===== src/rtl/axi_rd_slice_pkg.sv =====
// Shared definitions for the AXI read-path slice: default widths and the
// skid-buffer occupancy encoding.
package axi_rd_slice_pkg;

    localparam int AXI_ID_W_DEF    = 3;
    localparam int AXI_ADDR_W_DEF  = 3;
    localparam int AXI_DATA_W_DEF  = 8;
    localparam int AXI_MAX_OUT_DEF = 4;

    typedef enum logic [1:0] {
        SKID_EMPTY = 2'd0,
        SKID_ONE   = 2'd1,
        SKID_FULL  = 2'd2
    } skid_state_e;

endpackage


===== src/rtl/axi_rd_slice_if.sv =====
// AXI read-only bus (AR + R channels). "master" drives AR and accepts R;
// "slave" accepts AR and returns R.
interface axi_rd_slice_if #(
    parameter int ID_W   = axi_rd_slice_pkg::AXI_ID_W_DEF,
    parameter int ADDR_W = axi_rd_slice_pkg::AXI_ADDR_W_DEF,
    parameter int DATA_W = axi_rd_slice_pkg::AXI_DATA_W_DEF
) ();

    logic [ID_W-1:0]   arid;
    logic [ADDR_W-1:0] araddr;
    logic              arvld;
    logic              arrdy;
    logic [ID_W-1:0]   rid;
    logic [DATA_W-1:0] rdata;
    logic              rvld;
    logic              rrdy;

    modport master (
        output arid, araddr, arvld, rrdy,
        input  arrdy, rid, rdata, rvld
    );

    modport slave (
        input  arid, araddr, arvld, rrdy,
        output arrdy, rid, rdata, rvld
    );

endinterface


===== src/rtl/axi_skid_buf.sv =====
// Two-entry skid buffer: registered in-ready and out-valid, payload always
// presented from the head register, second register catches the skid beat.
module axi_skid_buf #(
    parameter int WIDTH = 8
) (
    input  logic             clk,
    input  logic             rst_n,
    input  logic [WIDTH-1:0] in_data_i,
    input  logic             in_vld_i,
    output logic             in_rdy_o,
    output logic [WIDTH-1:0] out_data_o,
    output logic             out_vld_o,
    input  logic             out_rdy_i
);
    import axi_rd_slice_pkg::*;

    skid_state_e      state_q, state_d;
    logic [WIDTH-1:0] head_q, head_d;
    logic [WIDTH-1:0] skid_q, skid_d;
    logic             in_rdy_q;
    logic             out_vld_q;
    logic             push;
    logic             pop;

    assign push       = in_vld_i && in_rdy_q;
    assign pop        = out_vld_q && out_rdy_i;
    assign in_rdy_o   = in_rdy_q;
    assign out_vld_o  = out_vld_q;
    assign out_data_o = head_q;

    always_comb begin
        state_d = state_q;
        head_d  = head_q;
        skid_d  = skid_q;
        case (state_q)
            SKID_EMPTY: begin
                if (push) begin
                    head_d  = in_data_i;
                    state_d = SKID_ONE;
                end
            end
            SKID_ONE: begin
                case ({push, pop})
                    2'b11: head_d = in_data_i;
                    2'b10: begin
                        skid_d  = in_data_i;
                        state_d = SKID_FULL;
                    end
                    2'b01: state_d = SKID_EMPTY;
                    default: ;
                endcase
            end
            SKID_FULL: begin
                // in_rdy is low here, so only a pop can happen
                if (pop) begin
                    head_d  = skid_q;
                    state_d = SKID_ONE;
                end
            end
            default: state_d = SKID_EMPTY;
        endcase
    end

    always_ff @(posedge clk) begin
        if (!rst_n) begin
            state_q   <= SKID_EMPTY;
            head_q    <= '0;
            skid_q    <= '0;
            in_rdy_q  <= 1'b0;
            out_vld_q <= 1'b0;
        end else begin
            state_q   <= state_d;
            head_q    <= head_d;
            skid_q    <= skid_d;
            in_rdy_q  <= (state_d != SKID_FULL);
            out_vld_q <= (state_d != SKID_EMPTY);
        end
    end

endmodule


===== src/rtl/axi_rd_slice.sv =====
// Registered AXI read-path bridge: skid-buffered AR and R channels, a cap on
// reads in flight, and detection/dropping of R beats nobody asked for.
module axi_rd_slice #(
    parameter int  ID_W    = axi_rd_slice_pkg::AXI_ID_W_DEF,
    parameter int  ADDR_W  = axi_rd_slice_pkg::AXI_ADDR_W_DEF,
    parameter int  DATA_W  = axi_rd_slice_pkg::AXI_DATA_W_DEF,
    parameter int  MAX_OUT = axi_rd_slice_pkg::AXI_MAX_OUT_DEF,
    localparam int CNT_W   = $clog2(MAX_OUT + 1)
) (
    input  logic             clk,
    input  logic             rst_n,
    axi_rd_slice_if.slave    m,
    axi_rd_slice_if.master   s,
    output logic [CNT_W-1:0] outstanding,
    output logic             err_unexp
);

    localparam int AR_W = ID_W + ADDR_W;
    localparam int R_W  = ID_W + DATA_W;
    localparam logic [CNT_W-1:0] MAX_CNT = CNT_W'(MAX_OUT);
    localparam logic [CNT_W-1:0] CNT_ONE = CNT_W'(1);

    logic [CNT_W-1:0] total_q, total_d;
    logic [CNT_W-1:0] pend_q, pend_d;
    logic             err_q;

    logic [AR_W-1:0]  ar_out_data;
    logic             ar_out_vld;
    logic             ar_out_rdy;
    logic [R_W-1:0]   r_out_data;
    logic             r_out_vld;
    logic             r_in_vld;
    logic             r_in_rdy;

    logic             room;
    logic             ar_hs;
    logic             s_r_hs;
    logic             m_r_hs;
    logic             unexp;
    logic             r_exp_hs;

    axi_skid_buf #(.WIDTH(AR_W)) u_ar_buf (
        .clk        (clk),
        .rst_n      (rst_n),
        .in_data_i  ({m.arid, m.araddr}),
        .in_vld_i   (m.arvld),
        .in_rdy_o   (m.arrdy),
        .out_data_o (ar_out_data),
        .out_vld_o  (ar_out_vld),
        .out_rdy_i  (ar_out_rdy)
    );

    axi_skid_buf #(.WIDTH(R_W)) u_r_buf (
        .clk        (clk),
        .rst_n      (rst_n),
        .in_data_i  ({s.rid, s.rdata}),
        .in_vld_i   (r_in_vld),
        .in_rdy_o   (r_in_rdy),
        .out_data_o (r_out_data),
        .out_vld_o  (r_out_vld),
        .out_rdy_i  (m.rrdy)
    );

    // AR leaves the buffer only while the in-flight cap has room
    assign room                 = (total_q < MAX_CNT);
    assign s.arvld              = ar_out_vld && room;
    assign ar_out_rdy           = room && s.arrdy;
    assign {s.arid, s.araddr}   = ar_out_data;

    assign ar_hs    = s.arvld && s.arrdy;
    assign s_r_hs   = s.rvld && r_in_rdy;
    assign unexp    = s_r_hs && (pend_q == '0) && !ar_hs;
    assign r_exp_hs = s_r_hs && !unexp;
    assign r_in_vld = s.rvld && !unexp;
    assign s.rrdy   = r_in_rdy;

    assign m.rvld             = r_out_vld;
    assign {m.rid, m.rdata}   = r_out_data;
    assign m_r_hs             = r_out_vld && m.rrdy;

    assign outstanding = total_q;
    assign err_unexp   = err_q;

    always_comb begin
        total_d = total_q;
        case ({ar_hs, m_r_hs})
            2'b10:   total_d = total_q + CNT_ONE;
            2'b01:   total_d = total_q - CNT_ONE;
            default: ;
        endcase
    end

    always_comb begin
        pend_d = pend_q;
        case ({ar_hs, r_exp_hs})
            2'b10:   pend_d = pend_q + CNT_ONE;
            2'b01:   pend_d = pend_q - CNT_ONE;
            default: ;
        endcase
    end

    always_ff @(posedge clk) begin
        if (!rst_n) begin
            total_q <= '0;
            pend_q  <= '0;
            err_q   <= 1'b0;
        end else begin
            total_q <= total_d;
            pend_q  <= pend_d;
            err_q   <= unexp;
        end
    end

endmodule


===== src/flat_wrapper.sv =====
// flat-port wrapper written by rule: the top's interface ports become plain ports
module axi_rd_slice_flat 
#(
    parameter int  ID_W    = axi_rd_slice_pkg::AXI_ID_W_DEF,
    parameter int  ADDR_W  = axi_rd_slice_pkg::AXI_ADDR_W_DEF,
    parameter int  DATA_W  = axi_rd_slice_pkg::AXI_DATA_W_DEF,
    parameter int  MAX_OUT = axi_rd_slice_pkg::AXI_MAX_OUT_DEF,
    localparam int CNT_W   = $clog2(MAX_OUT + 1)
)
  (clk, rst_n, outstanding, err_unexp, m_arid, m_araddr, m_arvld, m_rrdy, m_arrdy, m_rid, m_rdata, m_rvld, s_arid, s_araddr, s_arvld, s_rrdy, s_arrdy, s_rid, s_rdata, s_rvld);
  axi_rd_slice_if #(.ID_W(ID_W), .ADDR_W(ADDR_W), .DATA_W(DATA_W)) m_i ();
  axi_rd_slice_if #(.ID_W(ID_W), .ADDR_W(ADDR_W), .DATA_W(DATA_W)) s_i ();
  input  logic clk;
  input  logic rst_n;
  output logic [CNT_W-1:0] outstanding;
  output logic err_unexp;
  input wire logic [$bits(m_i.arid)-1:0] m_arid;
  input wire logic [$bits(m_i.araddr)-1:0] m_araddr;
  input wire logic [$bits(m_i.arvld)-1:0] m_arvld;
  input wire logic [$bits(m_i.rrdy)-1:0] m_rrdy;
  output wire logic [$bits(m_i.arrdy)-1:0] m_arrdy;
  output wire logic [$bits(m_i.rid)-1:0] m_rid;
  output wire logic [$bits(m_i.rdata)-1:0] m_rdata;
  output wire logic [$bits(m_i.rvld)-1:0] m_rvld;
  output wire logic [$bits(s_i.arid)-1:0] s_arid;
  output wire logic [$bits(s_i.araddr)-1:0] s_araddr;
  output wire logic [$bits(s_i.arvld)-1:0] s_arvld;
  output wire logic [$bits(s_i.rrdy)-1:0] s_rrdy;
  input wire logic [$bits(s_i.arrdy)-1:0] s_arrdy;
  input wire logic [$bits(s_i.rid)-1:0] s_rid;
  input wire logic [$bits(s_i.rdata)-1:0] s_rdata;
  input wire logic [$bits(s_i.rvld)-1:0] s_rvld;
  assign m_i.arid = m_arid;
  assign m_i.araddr = m_araddr;
  assign m_i.arvld = m_arvld;
  assign m_i.rrdy = m_rrdy;
  assign m_arrdy = m_i.arrdy;
  assign m_rid = m_i.rid;
  assign m_rdata = m_i.rdata;
  assign m_rvld = m_i.rvld;
  assign s_arid = s_i.arid;
  assign s_araddr = s_i.araddr;
  assign s_arvld = s_i.arvld;
  assign s_rrdy = s_i.rrdy;
  assign s_i.arrdy = s_arrdy;
  assign s_i.rid = s_rid;
  assign s_i.rdata = s_rdata;
  assign s_i.rvld = s_rvld;
  axi_rd_slice #(.ID_W(ID_W), .ADDR_W(ADDR_W), .DATA_W(DATA_W), .MAX_OUT(MAX_OUT)) u_core (.clk(clk), .rst_n(rst_n), .m(m_i), .s(s_i), .outstanding(outstanding), .err_unexp(err_unexp));
endmodule

===== config.mk =====
export PLATFORM = sky130hd
export DESIGN_NAME = axi_rd_slice_flat
export DESIGN_NICKNAME = d
export VERILOG_FILES = /design/src/rtl/axi_rd_slice_pkg.sv /design/src/rtl/axi_rd_slice_if.sv /design/src/rtl/axi_skid_buf.sv /design/src/rtl/axi_rd_slice.sv /design/src/flat_wrapper.sv
export SDC_FILE = /design/constraint.sdc
export NUM_CORES = 1
export LEC_CHECK = 0
export CORE_MARGIN = 3
export CORE_UTILIZATION = 30
export DETAILED_ROUTE_END_ITERATION = 12
export GPL_ROUTABILITY_DRIVEN = 0
export GPL_TIMING_DRIVEN = 0
export SYNTH_ARGS = -nofsm -noshare
export SYNTH_HDL_FRONTEND = slang
export SYNTH_HIERARCHICAL = 1
export SYNTH_SLANG_ARGS = --single-unit

===== constraint.sdc =====
create_clock -name clk -period 3.4 [get_ports clk]
set_input_delay 0.68 -clock clk [delete_from_list [all_inputs] [get_ports clk]]
set_output_delay 0.68 -clock clk [all_outputs]
set_load 0.02 [all_outputs]

==> run_results.csv, run 1 <==
group,metric,value,unit
timing,post-route-min-period,2762,ps
timing,worst_pin_slew,558.8,ps
global_routing,grt_pass1_wl,8493,µm
floorplan,core_area,7370,µm²
timing,tns,0,ps
pwr,p_total,1277,µW
setup_path,setup.worst_path.start_class,"primary input",
drt,wl_per_cell,13.24,µm
clock_network,cts_buffer_depth,2,
cells_and_area,final_net_count,304,
global_routing,grt.total_usage,12.00,%
drt,wl,4993,µm
cells_and_area,diodes,0,
setup_path,critPathBufInv,1,
timing,slew_headroom,62.63,%
logic_synthesis,synth_cells,223,
global_routing,grt_max_degree,19,
setup_path,cp.required,3630,ps
global_routing,grt_pass1_vias,1794,
cells_and_area,synthToLayoutAreaGrowth,29.89,%
drt,drc,0,
drt,vias_per_cell,4.756,
setup_path,cpPeakStageDelay,390,ps
logic_synthesis,async_reset_ff_share,0,%
drt,firstDrtPassIters,4,
place,port_buffers,47,
outcome,status,"complete, no violations",
clock_network,cts_tree,"done",
setup_path,end_kind,"flop",
cells_and_area,final_common_cell,"dfxtp_1",
cells_and_area,drive_gt1_share,9.353,%
timing,setup_slack,638.3,ps
floorplan,die_y,94.01,µm
place,hpwl,3662,µm
cells_and_area,num-fill-cells,749,
drt,drtIter0Drc,29,
drt,route.vias.total,1793,
logic_synthesis,synthMuxAreaShare,12.92,%
setup_path,critPathArrivalTime,2990,ps
logic_synthesis,postSynthAreaPerCell,10.42,µm²
floorplan,die_width,94.01,µm
logic_synthesis,synth_flop_cell,"dfxtp_1",
cells_and_area,seqCellArea,980.9,µm²
logic_synthesis,synth_edf_count,0,
floorplan,row_count,31,
clock_network,post_cts_buffers,0,
logic_synthesis,synth_area_leaders,"dfxtp_1 42%, mux2i_1 13%, o211a_1 4.7%",
logic_synthesis,yosysTopAreaCellShare,42.22,%
floorplan,ios,48,
timing,fmax,0.3621,GHz
logic_synthesis,yosysTopAreaCell,"dfxtp_1",
logic_synthesis,synth_area,2323,µm²
logic_synthesis,ys_ff_latch,49,
global_routing,globalRoute.totalOverflow,0,
clock_network,clk_latency,300,ps
clock_network,cts-resized-gates,0,
clock_network,numCtsBuffers,5,
clock_network,root_buffer,"clkbuf_8",
timing,drv_slew,0,
job,cap_violations,0,
clock_network,clkTransAtPathRegs,100,ps
global_routing,grt_antenna_before_repair,0,
logic_synthesis,synth_warnings,6,
setup_path,cp_slowest_cell,"clkdlybuf4s50_1",
min_path,hold_path.class,"reg -> reg",
floorplan,design.die.area,8837,µm²
logic_synthesis,synth_simple_gate_area_share,14.00,%
timing,rsz0062_at_grt,"false",
pwr,p_leak,0.001357,µW
clock_network,cts.sinks,49,
logic_synthesis,synthAdderAreaFrac,2.800,%
clock_network,htreeDepth,2,
logic_synthesis,synth_top_family_by_area,"compound AO/OA/AOI/OAI gates",
logic_synthesis,synth_compound_area_share,21.92,%
place,dpl_worst_slack,313.8,ps
logic_synthesis,ys_types,47,
clock_network,cts_hold_buf,0,
logic_synthesis,ys_seq_area_share,42.22,%
setup_path,crit_path_max_fanout,6,
timing,setup_viol,0,
logic_synthesis,syn_nets,250,
floorplan,initial_utilization,31.53,%
cells_and_area,final_cell_mix,"49 x dfxtp_1, 47 x clkdlybuf4s50_1, 30 x mux2i_1",
timing,hold_viol,0,
setup_path,crit_chain,"clkdlybuf4s50_1 -> nor2b_2 -> a2111oi_4 -> nor2_1 -> ha_1 -> fa_1 -> xnor2_1 -> or3_1 -> a21boi_0",
drt,ant_nets,0,
setup_path,cp_top_family,"adder cells",
cells_and_area,multi_input_area,1235,µm²
setup_path,criticalPathCategory,"in -> reg",
pwr,vdd_drop_max,190.7,µV
cells_and_area,post-route-util,40.95,%
timing,timing.final.crit_share,81.23,%
timing,finClkSkew,8.113,ps
logic_synthesis,synth_xor_xnor_area_share,1.508,%
pwr,pwr_density_cell,423.2,nW/µm²
## worst paths after layout
path	start	end	slack (ps)	cells after the start
min	u_core/u_ar_buf/skid_q[5]$_SDFFE_PN0P_	u_core/u_ar_buf/skid_q[5]$_SDFFE_PN0P_	480	2
min reg2reg	u_core/u_ar_buf/skid_q[5]$_SDFFE_PN0P_	u_core/u_ar_buf/skid_q[5]$_SDFFE_PN0P_	480	2
max reg2reg	u_core/outstanding[2]$_SDFFE_PN0P_	u_core/pend_q[2]$_SDFFE_PN0P_	1110	8
max	s_arrdy	u_core/pend_q[2]$_SDFFE_PN0P_	640	9
## stage by stage
step           hold WS, ps  instances  cell area [µm²]
2_1_floorplan        453.2        223             2323
3_3_place_gp         459.0        369             2918
3_5_place_dp         468.1        369             2918
4_1_cts              484.7        377             3018
5_1_grt              512.5        377             3018
6_report             481.3        377             3018
## cell usage after synthesis (4+ instances only)
cell	number
dfxtp_1	49
and2_1	6
nand3_1	6
mux2i_1	30
inv_1	4
buf_2	4
o211a_1	11
a211oi_1	6
a21oi_1	10
nand2_1	7
nor2b_1	13
a2111oi_0	4
clkbuf_1	5
o21ai_0	12
o21ai_1	9
## tightest hold or removal path, stage by stage, from the launching register on
cell	delay, ps
dfxtp_1	320
o21ai_0	60
a21oi_1	60
## final cells by class
type,instances,area share [%]
multi-input combinational,157,40.92
sequential,49,32.50
timing repair buffer,47,15.59
tap,99,4.104
buffer,13,3.068
clock buffer,6,2.736
clock inverter,2,0.5804
inverter,4,0.4975
## kinds of logic after synthesis
kind of cell,Yosys count
buf+inv,17
mux,30
xor+xnor,4
compound gates,67
fa+ha+maj,4
flops,49
simple gates,52
## registers in the layout (all words and copies together) (netlist names), 2 cells and up
register                    count
u_core/u_r_buf/state_q          2
u_core/u_r_buf/out_data_o      11
u_core/outstanding              3
u_core/u_ar_buf/state_q         2
u_core/u_ar_buf/skid_q          6
u_core/pend_q                   3
u_core/u_r_buf/skid_q          11
u_core/u_ar_buf/out_data_o      6
## power by group
group / leakage (µW) / switching (µW) / internal [µW] / total, µW
Clock: 0.0000518 / 203 / 169 / 372
Sequential: 0.000399 / 27.3 / 610 / 637
Combinational: 0.000905 / 128 / 140 / 268
Total: 0.00136 / 358 / 919 / 1280
## metal layers
metal	vias up	wire length [µm]	share of wire, %	track usage (%)
li1	928	-	-	-
met2	38	2248	45	19.04
met3	4	256	5.1	3.365
met4	0	43	0.86	3.249
met1	823	2445	49	15.94
met5	-	0	0	0
No activity file was read; power rests on OpenSTA's default activity.
==> run 2, diff against run 1 <==
==> constraint.sdc (replaced) <==
create_clock -name clk -period 2.5 [get_ports clk]
set_input_delay 0.5 -clock clk [delete_from_list [all_inputs] [get_ports clk]]
set_output_delay 0.5 -clock clk [all_outputs]
set_load 0.02 [all_outputs]
==> run_results.csv, run 2 (same netlist as run 1, synthesis figures left out) <==
group,metric,value,unit
timing,slew_headroom,62.80,%
pwr,netSwitchingFraction,28.02,%
pwr,vdd_drop_max,259.3,µV
pwr,p_leak,0.001367,µW
timing,drv_slew,0,
timing,setup_slack,84.28,ps
clock_network,clk_latency,300,ps
pwr,pwr_density_cell,573.2,nW/µm²
timing,fmax,0.4140,GHz
pwr,p_switching,488.1,µW
setup_path,cp_slowest_cell,"clkdlybuf4s50_1",
setup_path,crit_path_max_fanout,6,
setup_path,crit_chain,"clkdlybuf4s50_1 -> nor2b_4 -> a2111oi_4 -> nor2_1 -> ha_2 -> fa_2 -> xnor2_1 -> or3_1 -> a21boi_1",
floorplan,ios,48,
min_path,hold_path.class,"reg -> reg",
outcome,status,"complete, no violations",
timing,worst_pin_slew,556.3,ps
pwr,seq_power_share,49.8,%
timing,hold_viol,0,
cells_and_area,final_net_count,305,
floorplan,core_area,7370,µm²
global_routing,grt_pass1_wl,8521,µm
clock_network,root_buffer,"clkbuf_8",
timing,post-route-min-period,2416,ps
clock_network,clkTransAtPathRegs,100,ps
clock_network,cts_tree,"done",
floorplan,die_y,94.01,µm
place,port_buffers,47,
floorplan,row_count,31,
timing,setup_viol,0,
setup_path,critPathArrivalTime,2650,ps
cells_and_area,drive_gt1_share,10.75,%
setup_path,end_kind,"flop",
pwr,internal_power,1254,µW
drt,drc,0,
floorplan,initial_utilization,31.53,%
job,cap_violations,0,
drt,wl_per_cell,13.33,µm
clock_network,cts.sinks,49,
setup_path,cp.required,2730,ps
pwr,pwr-share-comb,21.2,%
global_routing,globalRoute.totalOverflow,0,
floorplan,design.die.area,8837,µm²
pwr,p_clk_share,29.0,%
min_path,whs_path_depth,2,
global_routing,grt_pass1_vias,1803,
drt,route.vias.total,1815,
drt,firstDrtPassIters,4,
setup_path,cpPeakStageDelay,400,ps
global_routing,grt_max_degree,19,
clock_network,htreeDepth,2,
setup_path,ff2ff_path_depth,8,
global_routing,grt_antenna_before_repair,0,
clock_network,cts_hold_buf,0,
setup_path,worst-path-stages,9,
global_routing,grt.total_usage,12.03,%
floorplan,die_width,94.01,µm
cells_and_area,final_cell_mix,"49 x dfxtp_1, 47 x clkdlybuf4s50_1, 30 x mux2i_1",
setup_path,setup.worst_path.start_class,"primary input",
timing,tns,0,ps
timing,rsz0062_at_grt,"true",
cells_and_area,diodes,0,
drt,wl,5040,µm
timing,finClkSkew,8.237,ps
cells_and_area,final_common_cell,"dfxtp_1",
setup_path,critPathBufInv,1,
setup_path,cp_top_family,"adder cells",
cells_and_area,synthToLayoutAreaGrowth,30.80,%
clock_network,numCtsBuffers,5,
drt,drtIter0Drc,26,
drt,ant_nets,0,
drt,vias_per_cell,4.802,
clock_network,cts_buffer_depth,2,
setup_path,criticalPathCategory,"in -> reg",
place,hpwl,3662,µm
timing,timing.final.crit_share,96.63,%
place,dpl_worst_slack,-406.2,ps
[run 2: repair_timing]
item,in CTS,in global routing
pin swaps,1,4
setup endpoints to repair,1,5
setup buffers,0,1
gates cloned,0,0
resized for setup,3,4
[run 2: layer usage]
metal	routed length, µm	global-route usage [%]
met1	2488	15.94
met2	2262	19.16
met3	246	3.365
met4	43	3.249
met5	0	0
[run 2: worst reg2reg max path: stages (launching register included)]
cell and delay [ps]:
dfxtp_1 430, nor2b_4 90, a2111oi_4 390, nor2_1 80
ha_2 210, fa_2 340, xnor2_1 140, or3_1 310
a21boi_1 120
[run 2: final cells by class]
cell class	instances	area, µm²
Timing Repair Buffer	48	478.0
Fill cell	749	4330
Inverter	4	15.01
Tap cell	99	123.9
Buffer	13	96.34
Sequential cell	49	980.9
Multi-Input combinational cell	157	1245
Clock buffer	6	82.58
Clock inverter	2	17.52
[run 2: metrics by stage]
step / std cells / utilization (%) / hold WS (ps) / cell area (µm²) / power [µW]
after floorplan: 223 / - / 453.2 / 2323 / 1095
after global placement: 369 / 39.59 / 459.0 / 2918 / 1249
after detailed placement: 369 / 39.59 / 468.1 / 2918 / 1253
after CTS: 377 / 41.07 / 484.7 / 3027 / 1767
after global routing: 378 / 41.24 / 512.5 / 3039 / 1845
final: 378 / 41.24 / 481.2 / 3039 / 1742
[run 2: power by group through the flow]
stage                     registers [µW]  clock network, µW  logic [µW]
after floorplan                      923                  0         172
after global placement               885                  0         364
after detailed placement             886                  0         368
after CTS                            868                527         371
after global routing                 876                565         404
final                                867                506         369
[run 2: worst paths after layout]
check | to | slack [ps] | from
worst max-delay path | u_core/pend_q[2]$_SDFFE_PN0P_ | 80 | s_arrdy
worst min-delay path | u_core/u_ar_buf/skid_q[5]$_SDFFE_PN0P_ | 480 | u_core/u_ar_buf/skid_q[5]$_SDFFE_PN0P_
worst max register to register | u_core/pend_q[2]$_SDFFE_PN0P_ | 320 | u_core/outstanding[2]$_SDFFE_PN0P_
worst min register to register | u_core/u_ar_buf/skid_q[5]$_SDFFE_PN0P_ | 480 | u_core/u_ar_buf/skid_q[5]$_SDFFE_PN0P_
